**src/rtl/vliw_id_stage_param.sv**
```systemverilog
// ============================================================================
// Module   : vliw_id_stage_param
// Purpose  : Dual-slot (ALU + MEM) VLIW decode stage with 2W/4R bypassed
//            register file, load-use bubble insertion and ID/EX register.
// Revision : 1.0 - initial release
// ============================================================================
`default_nettype none

module vliw_id_stage_param #(
    parameter int DATA_W     = 32,
    parameter int REG_AW     = 3,
    parameter int LU_BUBBLES = 1
) (
    input  logic              clk,
    input  logic              reset,
    input  logic              in_valid,
    output logic              in_ready,
    input  logic [15:0]       p1_aluInstr,
    input  logic [15:0]       p1_memInstr,
    input  logic              ex_ready,
    input  logic              flush,
    input  logic              p4_alu_regWrite,
    input  logic              p4_mem_regWrite,
    input  logic [REG_AW-1:0] p4_alu_wa,
    input  logic [REG_AW-1:0] p4_mem_wa,
    input  logic [DATA_W-1:0] p4_alu_writeData,
    input  logic [DATA_W-1:0] p4_mem_writeData,
    output logic              p2_valid,
    output logic [REG_AW-1:0] p2_alu_rm,
    output logic [REG_AW-1:0] p2_alu_rn,
    output logic [REG_AW-1:0] p2_alu_rd,
    output logic [REG_AW-1:0] p2_mem_rn,
    output logic [REG_AW-1:0] p2_mem_rd,
    output logic [DATA_W-1:0] p2_alu_reg_rm,
    output logic [DATA_W-1:0] p2_alu_reg_rn,
    output logic [DATA_W-1:0] p2_mem_reg_rn,
    output logic [DATA_W-1:0] p2_mem_reg_rd,
    output logic [DATA_W-1:0] p2_alu_imm,
    output logic [DATA_W-1:0] p2_mem_offset,
    output logic [DATA_W-1:0] p2_branchOffset,
    output logic [DATA_W-1:0] p2_jumpOffset,
    output logic              p2_memRead,
    output logic              p2_memWrite,
    output logic              p2_alu_regWrite,
    output logic              p2_mem_regWrite,
    output logic              p2_aluOp,
    output logic              p2_aluSrcB,
    output logic              p2_isBranch,
    output logic              p2_isJump,
    output logic              p2_alu_undef,
    output logic              p2_mem_undef
);

    localparam int         c_NREGS  = 1 << REG_AW;
    localparam logic [2:0] c_LU_CNT = 3'(LU_BUBBLES - 1);

    typedef enum logic [0:0] {S_RUN = 1'b0, S_BUBBLE = 1'b1} state_t;

    typedef struct packed {
        logic              valid;
        logic [REG_AW-1:0] alu_rm, alu_rn, alu_rd, mem_rn, mem_rd;
        logic [DATA_W-1:0] alu_reg_rm, alu_reg_rn, mem_reg_rn, mem_reg_rd;
        logic [DATA_W-1:0] alu_imm, mem_offset, branchOffset, jumpOffset;
        logic              memRead, memWrite, alu_regWrite, mem_regWrite;
        logic              aluOp, aluSrcB, isBranch, isJump;
        logic              alu_undef, mem_undef;
    } p2_t;

    logic [DATA_W-1:0] r_rf [0:c_NREGS-1];
    p2_t               r_p2, w_p2_nxt, w_dec;
    state_t            r_state, w_state_nxt;
    logic [2:0]        r_cnt, w_cnt_nxt;
    logic              w_hazard, w_in_ready;
    logic              w_use_alu_rm, w_use_alu_rn, w_use_mem_rn, w_use_mem_rd;
    logic [DATA_W-1:0] w_br_sext, w_jmp_sext;

    // Bypassed read; the MEM write port wins when both target the same reg.
    function automatic logic [DATA_W-1:0] rf_read(input logic [REG_AW-1:0] a);
        if (p4_mem_regWrite && p4_mem_wa == a)
            return p4_mem_writeData;
        else if (p4_alu_regWrite && p4_alu_wa == a)
            return p4_alu_writeData;
        else
            return r_rf[a];
    endfunction

    always_ff @(posedge clk) begin
        if (reset) begin
            for (int i = 0; i < c_NREGS; i++) r_rf[i] <= '0;
        end else begin
            if (p4_alu_regWrite) r_rf[p4_alu_wa] <= p4_alu_writeData;
            if (p4_mem_regWrite) r_rf[p4_mem_wa] <= p4_mem_writeData;
        end
    end

    always_comb begin
        w_dec        = '0;
        w_use_alu_rm = 1'b0;
        w_use_alu_rn = 1'b0;
        w_use_mem_rn = 1'b0;
        w_use_mem_rd = 1'b0;
        w_dec.valid  = 1'b1;
        w_dec.alu_rm[2:0] = p1_aluInstr[15:13];
        w_dec.alu_rn[2:0] = p1_aluInstr[12:10];
        w_dec.alu_rd[2:0] = p1_aluInstr[9:7];
        w_dec.mem_rn[2:0] = p1_memInstr[10:8];
        w_dec.mem_rd[2:0] = p1_memInstr[7:5];
        w_dec.alu_reg_rm  = rf_read(w_dec.alu_rm);
        w_dec.alu_reg_rn  = rf_read(w_dec.alu_rn);
        w_dec.mem_reg_rn  = rf_read(w_dec.mem_rn);
        w_dec.mem_reg_rd  = rf_read(w_dec.mem_rd);
        w_dec.alu_imm     = {{(DATA_W-3){p1_aluInstr[12]}}, p1_aluInstr[12:10]};
        w_dec.mem_offset  = {{(DATA_W-5){p1_memInstr[15]}}, p1_memInstr[15:11]};
        w_br_sext         = {{(DATA_W-8){p1_memInstr[15]}}, p1_memInstr[15:8]};
        w_jmp_sext        = {{(DATA_W-11){p1_memInstr[15]}}, p1_memInstr[15:5]};
        w_dec.branchOffset = {w_br_sext[DATA_W-2:0], 1'b0};
        w_dec.jumpOffset   = {w_jmp_sext[DATA_W-2:0], 1'b0};

        case (p1_aluInstr[6:0])
            7'h00: ;
            7'h01: begin w_dec.alu_regWrite = 1'b1; w_use_alu_rm = 1'b1; w_use_alu_rn = 1'b1; end
            7'h02: begin w_dec.alu_regWrite = 1'b1; w_dec.aluOp = 1'b1;
                         w_use_alu_rm = 1'b1; w_use_alu_rn = 1'b1; end
            7'h03: begin w_dec.alu_regWrite = 1'b1; w_dec.aluSrcB = 1'b1; w_use_alu_rm = 1'b1; end
            default: w_dec.alu_undef = 1'b1;
        endcase

        case (p1_memInstr[4:0])
            5'h00: ;
            5'h01: begin w_dec.memRead = 1'b1; w_dec.mem_regWrite = 1'b1; w_use_mem_rn = 1'b1; end
            5'h02: begin w_dec.memWrite = 1'b1; w_use_mem_rn = 1'b1; w_use_mem_rd = 1'b1; end
            5'h03: begin w_dec.isBranch = 1'b1; w_use_mem_rn = 1'b1; end
            5'h04: w_dec.isJump = 1'b1;
            default: w_dec.mem_undef = 1'b1;
        endcase
    end

    assign w_hazard = r_p2.valid & r_p2.memRead & in_valid &
                      ((w_use_alu_rm & (w_dec.alu_rm == r_p2.mem_rd)) |
                       (w_use_alu_rn & (w_dec.alu_rn == r_p2.mem_rd)) |
                       (w_use_mem_rn & (w_dec.mem_rn == r_p2.mem_rd)) |
                       (w_use_mem_rd & (w_dec.mem_rd == r_p2.mem_rd)));

    assign w_in_ready = (r_state == S_RUN) & ex_ready & ~w_hazard & ~flush;
    assign in_ready   = w_in_ready;

    always_comb begin
        w_state_nxt = r_state;
        w_cnt_nxt   = r_cnt;
        w_p2_nxt    = r_p2;
        if (flush) begin
            w_p2_nxt    = '0;
            w_state_nxt = S_RUN;
            w_cnt_nxt   = '0;
        end else if (ex_ready) begin
            w_p2_nxt = '0;
            if (r_state == S_RUN) begin
                if (w_hazard) begin
                    w_cnt_nxt   = c_LU_CNT;
                    w_state_nxt = (c_LU_CNT != 3'd0) ? S_BUBBLE : S_RUN;
                end else if (in_valid) begin
                    w_p2_nxt = w_dec;
                end
            end else if (r_cnt <= 3'd1) begin
                w_cnt_nxt   = '0;
                w_state_nxt = S_RUN;
            end else begin
                w_cnt_nxt = r_cnt - 3'd1;
            end
        end
    end

    always_ff @(posedge clk) begin
        if (reset) begin
            r_state <= S_RUN;
            r_cnt   <= '0;
            r_p2    <= '0;
        end else begin
            r_state <= w_state_nxt;
            r_cnt   <= w_cnt_nxt;
            r_p2    <= w_p2_nxt;
        end
    end

    assign p2_valid        = r_p2.valid;
    assign p2_alu_rm       = r_p2.alu_rm;
    assign p2_alu_rn       = r_p2.alu_rn;
    assign p2_alu_rd       = r_p2.alu_rd;
    assign p2_mem_rn       = r_p2.mem_rn;
    assign p2_mem_rd       = r_p2.mem_rd;
    assign p2_alu_reg_rm   = r_p2.alu_reg_rm;
    assign p2_alu_reg_rn   = r_p2.alu_reg_rn;
    assign p2_mem_reg_rn   = r_p2.mem_reg_rn;
    assign p2_mem_reg_rd   = r_p2.mem_reg_rd;
    assign p2_alu_imm      = r_p2.alu_imm;
    assign p2_mem_offset   = r_p2.mem_offset;
    assign p2_branchOffset = r_p2.branchOffset;
    assign p2_jumpOffset   = r_p2.jumpOffset;
    assign p2_memRead      = r_p2.memRead;
    assign p2_memWrite     = r_p2.memWrite;
    assign p2_alu_regWrite = r_p2.alu_regWrite;
    assign p2_mem_regWrite = r_p2.mem_regWrite;
    assign p2_aluOp        = r_p2.aluOp;
    assign p2_aluSrcB      = r_p2.aluSrcB;
    assign p2_isBranch     = r_p2.isBranch;
    assign p2_isJump       = r_p2.isJump;
    assign p2_alu_undef    = r_p2.alu_undef;
    assign p2_mem_undef    = r_p2.mem_undef;

endmodule

`default_nettype wire

```
**config.mk**
```make
export PLATFORM = sky130hd
export DESIGN_NAME = vliw_id_stage_param
export DESIGN_NICKNAME = d
export VERILOG_FILES = /design/src/rtl/vliw_id_stage_param.sv
export SDC_FILE = /design/constraint.sdc
export NUM_CORES = 1
export LEC_CHECK = 0
export ABC_AREA = 0
export CAP_MARGIN = 10
export CORE_MARGIN = 5
export CORE_UTILIZATION = 40
export CTS_BUF_LIST = sky130_fd_sc_hd__clkbuf_4 sky130_fd_sc_hd__clkbuf_8
export CTS_CLUSTER_SIZE = 16
export DETAILED_ROUTE_END_ITERATION = 10
export GPL_TIMING_DRIVEN = 1
export SYNTH_ARGS = -nofsm -noshare
export SYNTH_HDL_FRONTEND = slang
export SYNTH_SLANG_ARGS = --single-unit
export TNS_END_PERCENT = 10
```
**constraint.sdc**
```tcl
create_clock -name clk -period 3.1 [get_ports clk]
set_clock_uncertainty 0.05 [all_clocks]
set_input_delay 0.31 -clock clk [delete_from_list [all_inputs] [get_ports clk]]
set_output_delay 0.31 -clock clk [all_outputs]
set_load 0.005 [all_outputs]
```
Word level (Yosys, flattened, before mapping)

Memories as Yosys holds them, arrays and structs flattened.
Index checks and enable logic that the tools add are counted.
Widths: inputs -> output; s select.

$add $sub $neg: 1
Reduce and logical (&&, ||, !) cells: 20
Mux-type cells: 41
Eq/ne operators: 19
Bitwise logic cells: 16
Magnitude comparators: 1

Operators by type and width:

| cell                | count |
|---|---|
| $mux 282            | 3 |
| $mux 32             | 10 |
| $reduce_or 32->1    | 2 |
| $eq 3x3->1          | 12 |
| $mux 1              | 23 |
| $mux 3              | 5 |
| $eq 7x2->1 const B  | 2 |
| $and 1x1->1         | 10 |
| $eq 5x2->1 const B  | 2 |
| $logic_and 1x1->1   | 8 |
| $eq 7x1->1 const B  | 1 |
| $logic_not 7->1     | 1 |
| $reduce_or 3->1     | 2 |
| $eq 5x1->1 const B  | 1 |
| $eq 5x3->1 const B  | 1 |
| $logic_not 5->1     | 1 |
| $reduce_or 5->1     | 1 |
| $reduce_or 2->1     | 2 |
| $reduce_or 4->1     | 1 |
| $le 3x1->1 const B  | 1 |
| $not 1->1           | 3 |
| $or 1x1->1          | 3 |
| $sub 3x1->3 const B | 1 |
| $reduce_and 2->1    | 1 |
| $reduce_bool 2->1   | 1 |

Bits of input ports: 109
Output and inout port bits: 283
Memories: 1
Word-level logic and storage cells: 125
Register bits: 286
RAM bits: 256

Memory list:

| name | words | width | rd ports | clocked after Yosys merged registers in | write ports | RTL line | RTL |
|---|---|---|---|---|---|---|---|
| r_rf | 8     | 32    | 4        | 0                                       | 8           | 69       | `logic [DATA_W-1:0] r_rf [0:c_NREGS-1];` |

Logic depth before layout (Yosys ltp)

Gate-level depths: netlist of run 1.

Depth after elaboration: 11
Gate-level depth with buffers: 9
Depth with buffers taken out: 7

Worst setup path before layout of run 1

No wires, ideal clock.

Kind: in2reg
Start: input port p4_mem_wa[0]
End: memory r_rf[2][0] (enable)
Path slack: 0.689 ns
Arrival time: 1.971 ns
Setup time: 0.390 ns
Cell stages on the path: 5
Buffers on the path: 2
Required time: 2.660 ns
Path through: buf_2 -> or3b_1 -> buf_2 -> nor2_2 -> or3_1

RTL lines:

| element     | RTL line | RTL |
|---|---|---|
| from (decl) | 25       | `input logic [REG_AW-1:0] p4_mem_wa,` |
| to (decl)   | 69       |  |

Final worst setup path of run 1

Start: register r_p2 (netlist bit p2_mem_rd[0])
End: output port in_ready

Cells in the longest elaborated chain, start to end: 9
Elaborated cells on any way between the ends: 15
Those cells by class: eq/ne (4); bitwise (11)

RTL lines:

| element                               | RTL line | RTL |
|---|---|---|
| from (decl)                           | 70       | `p2_t r_p2, w_p2_nxt, w_dec;` |
| from (signal assigned)                | 181      | `r_p2 <= w_p2_nxt;` |
| $eq 3x3->1, on equally long branches  | 139, 140 |  |
| $and 1x1->1, on equally long branches | 139, 140 |  |
| $or 1x1->1                            | 139      | `((w_use_alu_rm & (w_dec.alu_rm == r_p2.mem_rd)) \|` |
| $or 1x1->1                            | 140      | `(w_use_alu_rn & (w_dec.alu_rn == r_p2.mem_rd)) \|` |
| $or 1x1->1 *                          | 141      | `(w_use_mem_rn & (w_dec.mem_rn == r_p2.mem_rd)) \|` |
| $and 1x1->1 *                         | 138      | `assign w_hazard = r_p2.valid & r_p2.memRead & in_valid &` |
| $not 1->1 *                           | 144      | `assign w_in_ready = (r_state == S_RUN) & ex_ready & ~w_hazard & ~flush;` |
| $and 1x1->1 * (2 in series)           | 144      |  |
| to (decl)                             | 17       | `output logic in_ready,` |

Mark *: on every way between the ends. The rest lies on a longest branch, timed or not.

==> results by group, run 1 <==
CTS
  – Clk buf depth: 3
  – CTS Buf Count: 81
  – # clock sinks: 418
  – Clk Latency, worst-skew pair: between 0.7 and 0.8 ns
  – H-tree lvl count: 3
  – Clk root buf: clkbuf_8
  – Clock Pin Slew Worst Setup and Hold Paths: roughly 0.06 ns
  – CTS tree: built
  – Hold Buf Count CTS: 0

Cells and area
  – Fin util: between 40% and 50%
  – Footprint of the multi-input gates: 0.0144 mm²
  – Fraction of layout cells with a size suffix above 1: between 20% and 30%
  – Register area: around 0.011 mm²
  – Area delta synth->final: 21.9%
  – Final instance area: around 0.034 mm²
  – Final-stage net count: between 2k and 3k
  – Number of fillers in the final layout: roughly 6.3k

Timing
  – Slew margin rel.: approximately 40%
  – FMAX: ~360 MHz
  – Final Hold Vio Count: 0
  – RSZ-0062 raised after global routing: false
  – Setup TNS: 0 ns
  – Final Cycle Share: 90.2%
  – Final min period: ~2.8 ns
  – Hold slack: 0.159 ns
  – Endpoints failing setup: 0
  – Slew Limit Fails: 0
  – Worst slew pin tran: between 0.9 and 1 ns

Yosys
  – Post-synthesis cell type count: ~50
  – Largest family of logic cells by synthesized area: compound AO/OA/AOI/OAI gates
  – Proportion of synthesized area in mux cells: 19.1%
  – Most frequent cell after synthesis: a22o_1
  – Yosys reg bits: 418
  – Post-synthesis cell count: 2659
  – Synth Flop Type: edfxtp_1
  – Synth warn: 0
  – Share of the synthesized area in the top cell type: between 20 and 30%
  – Avg Cell Area, Syn: between 10 and 15 µm²
  – Synth area leaders: edfxtp_1, dfxtp_1, mux2_2, a22o_1, mux2i_1
  – Post-synth top area cell: edfxtp_1
  – Compound-gate portion of the synthesized area: between 20% and 30%
  – Post-synthesis simple-gate area fraction: under 10%
  – Sequential share of the synthesized area: roughly two fifths
  – Post-synth ARST share: 0%
  – Post-synthesis adder-cell area fraction: less than 1%
  – Synth cell count leaders: a22o_1, edfxtp_1, mux2i_1
  – Syn Std Cell Area: ~0.028 mm²
  – XOR/XNOR Fraction of Synth Area: about 1.2%
  – EDFF count, synth: roughly 260

Global routing
  – Largest net degree at the start of global routing: around 80
  – First-pass GRT wire length: about 170 mm
  – Initial antenna violation count: 10
  – Grt ovf: 0
  – Total GRT Usage: 31.5%
  – Vias in the first global route: roughly 25k

Detailed routing
  – Via count: 25.9k
  – Drt wl/cell: about 32 µm
  – Via/cell ratio: about 6.8
  – Post-Route WL: about 120 mm
  – Post-DRT Antenna Nets: 0
  – 1st-pass router iterations: 6
  – Remaining routing DRC violations: 0
  – DRT iter0 DRCs: about 3.5k

Critical path
  – CP max FO: 7
  – Critical Path Sink Type: primary output
  – Path type of the worst setup path: flip-flop to primary output
  – Critical Path RT: between 2 and 3 ns
  – CP cell instances: xnor2_1 > nand4_1 > o22ai_1 > o311ai_4 > nor2_1 > nor4b_1 > dlygate4sd2_1
  – Crit start category: flip-flop
  – CP max stage delay: approximately 0.4 ns
  – Worst EP arrival: 2.44 ns
  – Critical-path top delay cell: dfxtp_4

Min path
  – Hold Crit Class: primary input to flip-flop

Placed design
  – Gpl congestion: about 0.9
  – Area after DPL: between 0.03 and 0.04 mm²
  – PortBufs: 389
  – DP HPWL: ~76 mm

Pwr
  – Switching Power: roughly 4.9 mW
  – Maximum vdd drop: between 200 and 300 µV
  – Combinational share of power: between 20% and 30%
  – Sw frac: 30.0%
  – Static Leakage: around 12 nW
  – Seq pwr share: between 40 and 50%
  – Pint: ~11 mW
  – Clock power frac: roughly 39%
  – Cell Pwr Density: ~480 mW/mm²

Job
  – Maxcap violations: 0

Floorplan
  – IO Pins: 392
  – Chip height: between 200 and 300 µm
  – Die Wd: 274 µm
  – # rows: 96
  – Total core area: 0.0687 mm²
  – Initial Utilization: 40.4%
  – Die area: 0.0748 mm²

Run status
  – Outcome: finished, final reports clean
-- timing repair --
action / 4_1_cts / 5_1_grt
gates resized for setup: 10 / 0
setup endpoints to repair: 1 / 0
setup buffers: 1 / 0
-- layer usage --
layer	vias up	routed length, µm	track usage (%)
met5	-	13	0
met1	12500	45700	39.4
met4	2	7580	16.9
met2	2105	55500	49.7
met3	536	15400	8.43
li1	10700	-	-
-- logic make-up after synthesis --
logic type	Yosys count
AO/OA/AOI/OAI	809
multiplexers	486
buffers and inverters	461
AND/OR/NAND/NOR	445
flip-flops	418
XOR/XNOR	37
adder cells (fa/ha/maj)	2
other	1
-- worst max-delay path, delay by kind of cell, from the launching register on --
family	cells	cell delay (ns)
xor gates and xnor gates	1	0.15
buffers and inverters	1	0.28
AOI/OAI and AO/OA	2	0.46
DFF	1	0.39
and+or+nand+nor	3	0.47
-- worst paths after layout --
kind                            slack [ns]        startpoint  cells after the start                end
worst min-delay path                  0.16    p1_aluInstr[8]                      2       p2_alu_rd[1]
worst min register to register        0.40  p2_mem_reg_rd[9]                      2   p2_mem_reg_rd[9]
worst max register to register        0.93      p2_mem_rd[0]                      8  p2_alu_reg_rn[21]
worst max-delay path                  0.30      p2_mem_rd[0]                      7           in_ready
-- metrics by stage --
stage	std cells	setup WS (ns)	power [mW]
6_report	3829	0.305	16.2
5_1_grt	3824	0.176	16.6
4_1_cts	3818	0.287	16.1
3_5_place_dp	3668	0.208	9.89
3_3_place_gp	3668	0.194	9.80
2_1_floorplan	2660	0.689	8.48
-- registers in the layout, summed over array words and instances (netlist names), 2 cells and up --
signal	count
p2_mem_offset	5
p2_alu_reg_rm	32
p2_alu_reg_rn	32
p2_alu_rm	3
p2_mem_rd	2
p2_mem_rn	2
r_cnt	3
r_rf	256
p2_alu_rd	3
p2_mem_reg_rd	32
p2_mem_reg_rn	32
p2_alu_rn	2
-- power by group through the flow --
stage               Combinational, mW  Sequential (mW)  Clock [mW]
floorplan                        1.92             6.56           0
finish                           3.30             6.58        6.29
global placement                 3.15             6.65           0
CTS                              3.23             6.56        6.36
global route                     3.42             6.60        6.61
detailed placement               3.22             6.67           0
-- cells in the final DEF, fill, tap and decap left out, types with 42 or more instances in the layout --
master             n
mux2_2           230
clkbuf_8         105
nand3_1          134
a22o_1           278
nand2_1          159
o221ai_1         128
a221oi_1         115
edfxtp_1         256
mux2i_1          243
clkdlybuf4s50_1  380
nor2b_1           49
buf_4            106
dfxtp_1          158
o21ai_0           73
buf_12            42
o22ai_1          116
-- cell type report --
type	instances	area share [%]
Multi-Input combinational cell	1781	42.5
Sequential cell	418	32.3
Timing Repair Buffer	533	16.2
Clock buffer	133	4.89
Tap cell	931	3.44
Clock inverter	16	0.536
Antenna cell	11	0.0813
Inverter	6	0.0665
Power figures use the tool's default switching activity.
==> run 2, diff against run 1 <==
--- a/config.mk
+++ b/config.mk
@@ -13,7 +13,8 @@
 export CTS_CLUSTER_SIZE = 16
 export DETAILED_ROUTE_END_ITERATION = 10
 export GPL_TIMING_DRIVEN = 1
+export HOLD_SLACK_MARGIN = 0.12
 export SYNTH_ARGS = -nofsm -noshare
 export SYNTH_HDL_FRONTEND = slang
 export SYNTH_SLANG_ARGS = --single-unit
-export TNS_END_PERCENT = 10
+export TNS_END_PERCENT = 20
==> run 2 against run 1 <==
Effect of this change:
- setup slack better by 0.0023 ns
- core utilization barely moved
- largest cell class unchanged
- fmax barely moved
- largest power group unchanged
- critical endpoint unchanged
==> results by group, run 2 (synthesis gave the netlist of run 1 again) <==
Run status
  – Outcome: finished, final reports clean (unchanged)

Detailed routing
  – Via/cell ratio: 6.78 (was 6.75)
  – Post-Route WL: 125 mm (was 124 mm)
  – Remaining routing DRC violations: 0 (unchanged)
  – 1st-pass router iterations: 6 (unchanged)
  – Drt wl/cell: 32.6 µm (was 32.5 µm)
  – Via count: 26.0k (was 25.9k)
  – Post-DRT Antenna Nets: 0 (unchanged)
  – DRT iter0 DRCs: 3484 (was 3502)

Global routing
  – Initial antenna violation count: 10 (unchanged)
  – Grt met3 use: 8.43% (unchanged)
  – Vias in the first global route: 25.1k (about the same)
  – Gr busiest metal: met2 (unchanged)
  – First-pass GRT wire length: 175 mm (unchanged)
  – Grt met1 use: 39.4% (unchanged)
  – Largest net degree at the start of global routing: 81 (unchanged)
  – Met2 usage: 49.7% (unchanged)
  – Grt ovf: 0 (unchanged)
  – Total GRT Usage: 31.5% (unchanged)

Timing
  – Slew Limit Fails: 0 (unchanged)
  – Post-route setup slack: 0.307 ns (was 0.305 ns)
  – Final min period: 2.79 ns (was 2.80 ns)
  – RSZ-0062 raised after global routing: false (unchanged)
  – Final Hold Vio Count: 0 (unchanged)
  – Final Cycle Share: 90.1% (was 90.2%)
  – Worst slew pin tran: 0.915 ns (was 0.906 ns)
  – FMAX: 358 MHz (about the same)
  – Slew margin rel.: 38.9% (was 39.5%)
  – Endpoints failing setup: 0 (unchanged)
  – Setup TNS: 0 ns (unchanged)

Placed design
  – Gpl congestion: 0.921 (unchanged)
  – # placed instances: 3668 (unchanged)
  – PortBufs: 389 (unchanged)
  – Setup WS pre-CTS: 0.208 ns (unchanged)
  – DP HPWL: 76.2 mm (unchanged)

Critical path
  – Crit start category: flip-flop (unchanged)
  – CP max FO: 7 (unchanged)
  – Critical Path Sink Type: primary output (unchanged)
  – Worst r2r src: p2_mem_rd[0] (unchanged)
  – Critical-path top delay cell: dfxtp_4 (unchanged)
  – Crit. Startpoint: p2_mem_rd[0] (unchanged)
  – R2r setup slk: 0.93 ns (about the same)
  – CP max stage delay: 0.39 ns (about the same)
  – Critical Path RT: 2.74 ns (about the same)
  – CP cell instances: xnor2_1 > nand4_1 > o22ai_1 > o311ai_4 > nor2_1 > nor4b_1 > dlygate4sd2_1 (unchanged)
  – Worst EP arrival: 2.43 ns (was 2.44 ns)
  – Path type of the worst setup path: flip-flop to primary output (unchanged)

Pwr
  – Maximum vdd drop: 288 µV (about the same)
  – Cell Pwr Density: 478 mW/mm² (was 477 mW/mm²)
  – Total Power: 16.2 mW (about the same)
  – Static Leakage: 12.0 nW (about the same)

CTS
  – Clk Latency, worst-skew pair: 0.71 ns (about the same)
  – Clock Pin Slew Worst Setup and Hold Paths: 0.06 ns (about the same)
  – Clk buf depth: 3 (unchanged)
  – CTS tree: built (unchanged)
  – Clk root buf: clkbuf_8 (unchanged)
  – H-tree lvl count: 3 (unchanged)
  – # clock sinks: 418 (unchanged)
  – CTS Buf Count: 81 (unchanged)

Cells and area
  – Non-Filler Instances: 3828 (was 3829)
  – Most frequent cells in the layout: clkdlybuf4s50_1, a22o_1, edfxtp_1, mux2i_1, mux2_2 (unchanged)
  – Most common cell after layout, fill and taps aside: clkdlybuf4s50_1 (unchanged)
  – Final-stage net count: 2933 (was 2932)
  – Area delta synth->final: 21.9% (about the same)
  – Max reg flops: 256 (unchanged)
  – Fraction of layout cells with a size suffix above 1: 21.4% (about the same)
  – Register name with the most flops: r_rf (unchanged)

Job
  – Maxcap violations: 0 (unchanged)

Floorplan
  – Die Wd: 274 µm (unchanged)
  – IO Pins: 392 (unchanged)
  – Initial Utilization: 40.4% (unchanged)
  – Die area: 0.0748 mm² (unchanged)
  – Chip height: 274 µm (unchanged)
  – # rows: 96 (unchanged)
  – Total core area: 0.0687 mm² (unchanged)

Min path
  – Hold Crit Class: primary input to flip-flop (unchanged)
  – HP Start: p1_memInstr[12] (was p1_aluInstr[8])
-- run 2: changes by cell type in the layout (fill, tap and decap cells not counted) --
cell,previous run,this run
diode_2,11,9
dlygate4sd3_1,0,1
-- run 2: worst max-delay path, delay by kind of cell (launching register included) --
| kind | cells | cell delay [ns] |
|---|---|---|
| AOI/OAI and AO/OA | 2 | 0.46 |
| xor gates and xnor gates | 1 | 0.15 |
| buffers and inverters | 1 | 0.28 |
| DFF | 1 | 0.39 |
| and+or+nand+nor | 3 | 0.47 |
-- run 2: power breakdown --
group / switching [mW] / internal, mW / total (mW)
Clock: 2.60 / 3.70 / 6.30
Sequential: 0.339 / 6.24 / 6.58
Combinational: 1.92 / 1.38 / 3.31
-- run 2: metrics by stage --
step	utilization, %	hold WS, ns	cell area [µm²]
6_report	49.3	0.165	33900
5_1_grt	49.3	0.137	33900
4_1_cts	49.3	0.129	33900
3_5_place_dp	46.5	0.391	32000
3_3_place_gp	46.5	0.390	32000
2_1_floorplan	-	0.349	27800
-- run 2: repair_timing --
| action | in CTS | in global routing |
|---|---|---|
| hold endpoints to repair | 1 | 0 |
| setup buffers | 1 | 0 |
| resized for setup | 10 | 0 |
| setup endpoints to repair | 1 | 0 |
| hold buffers | 1 | 0 |
-- run 2: routing by layer --
metal | wire, µm | vias to the layer above
li1 | - | 10700
met1 | 45900 | 12600
met2 | 55900 | 2130
met3 | 15400 | 532
met4 | 7560 | 2
met5 | 13 | -
-- run 2: final cells by class --
cell class              count  area [µm²]
diodes                      9        22.5
clock buffers             133        1660
clock inverters            16         181
fillers                  6251       34800
inverters                   6        22.5
multi-input cells        1781       14400
flip-flops and latches    418       10900
well taps                 931        1160
repair buffers            534        5490
-- run 2: final timing paths --
kind                  endpoint  depth (start not counted)
max                   in_ready                          7
min           p2_mem_offset[1]                          2
max reg2reg  p2_alu_reg_rn[21]                          8
min reg2reg   p2_mem_reg_rd[9]                          2
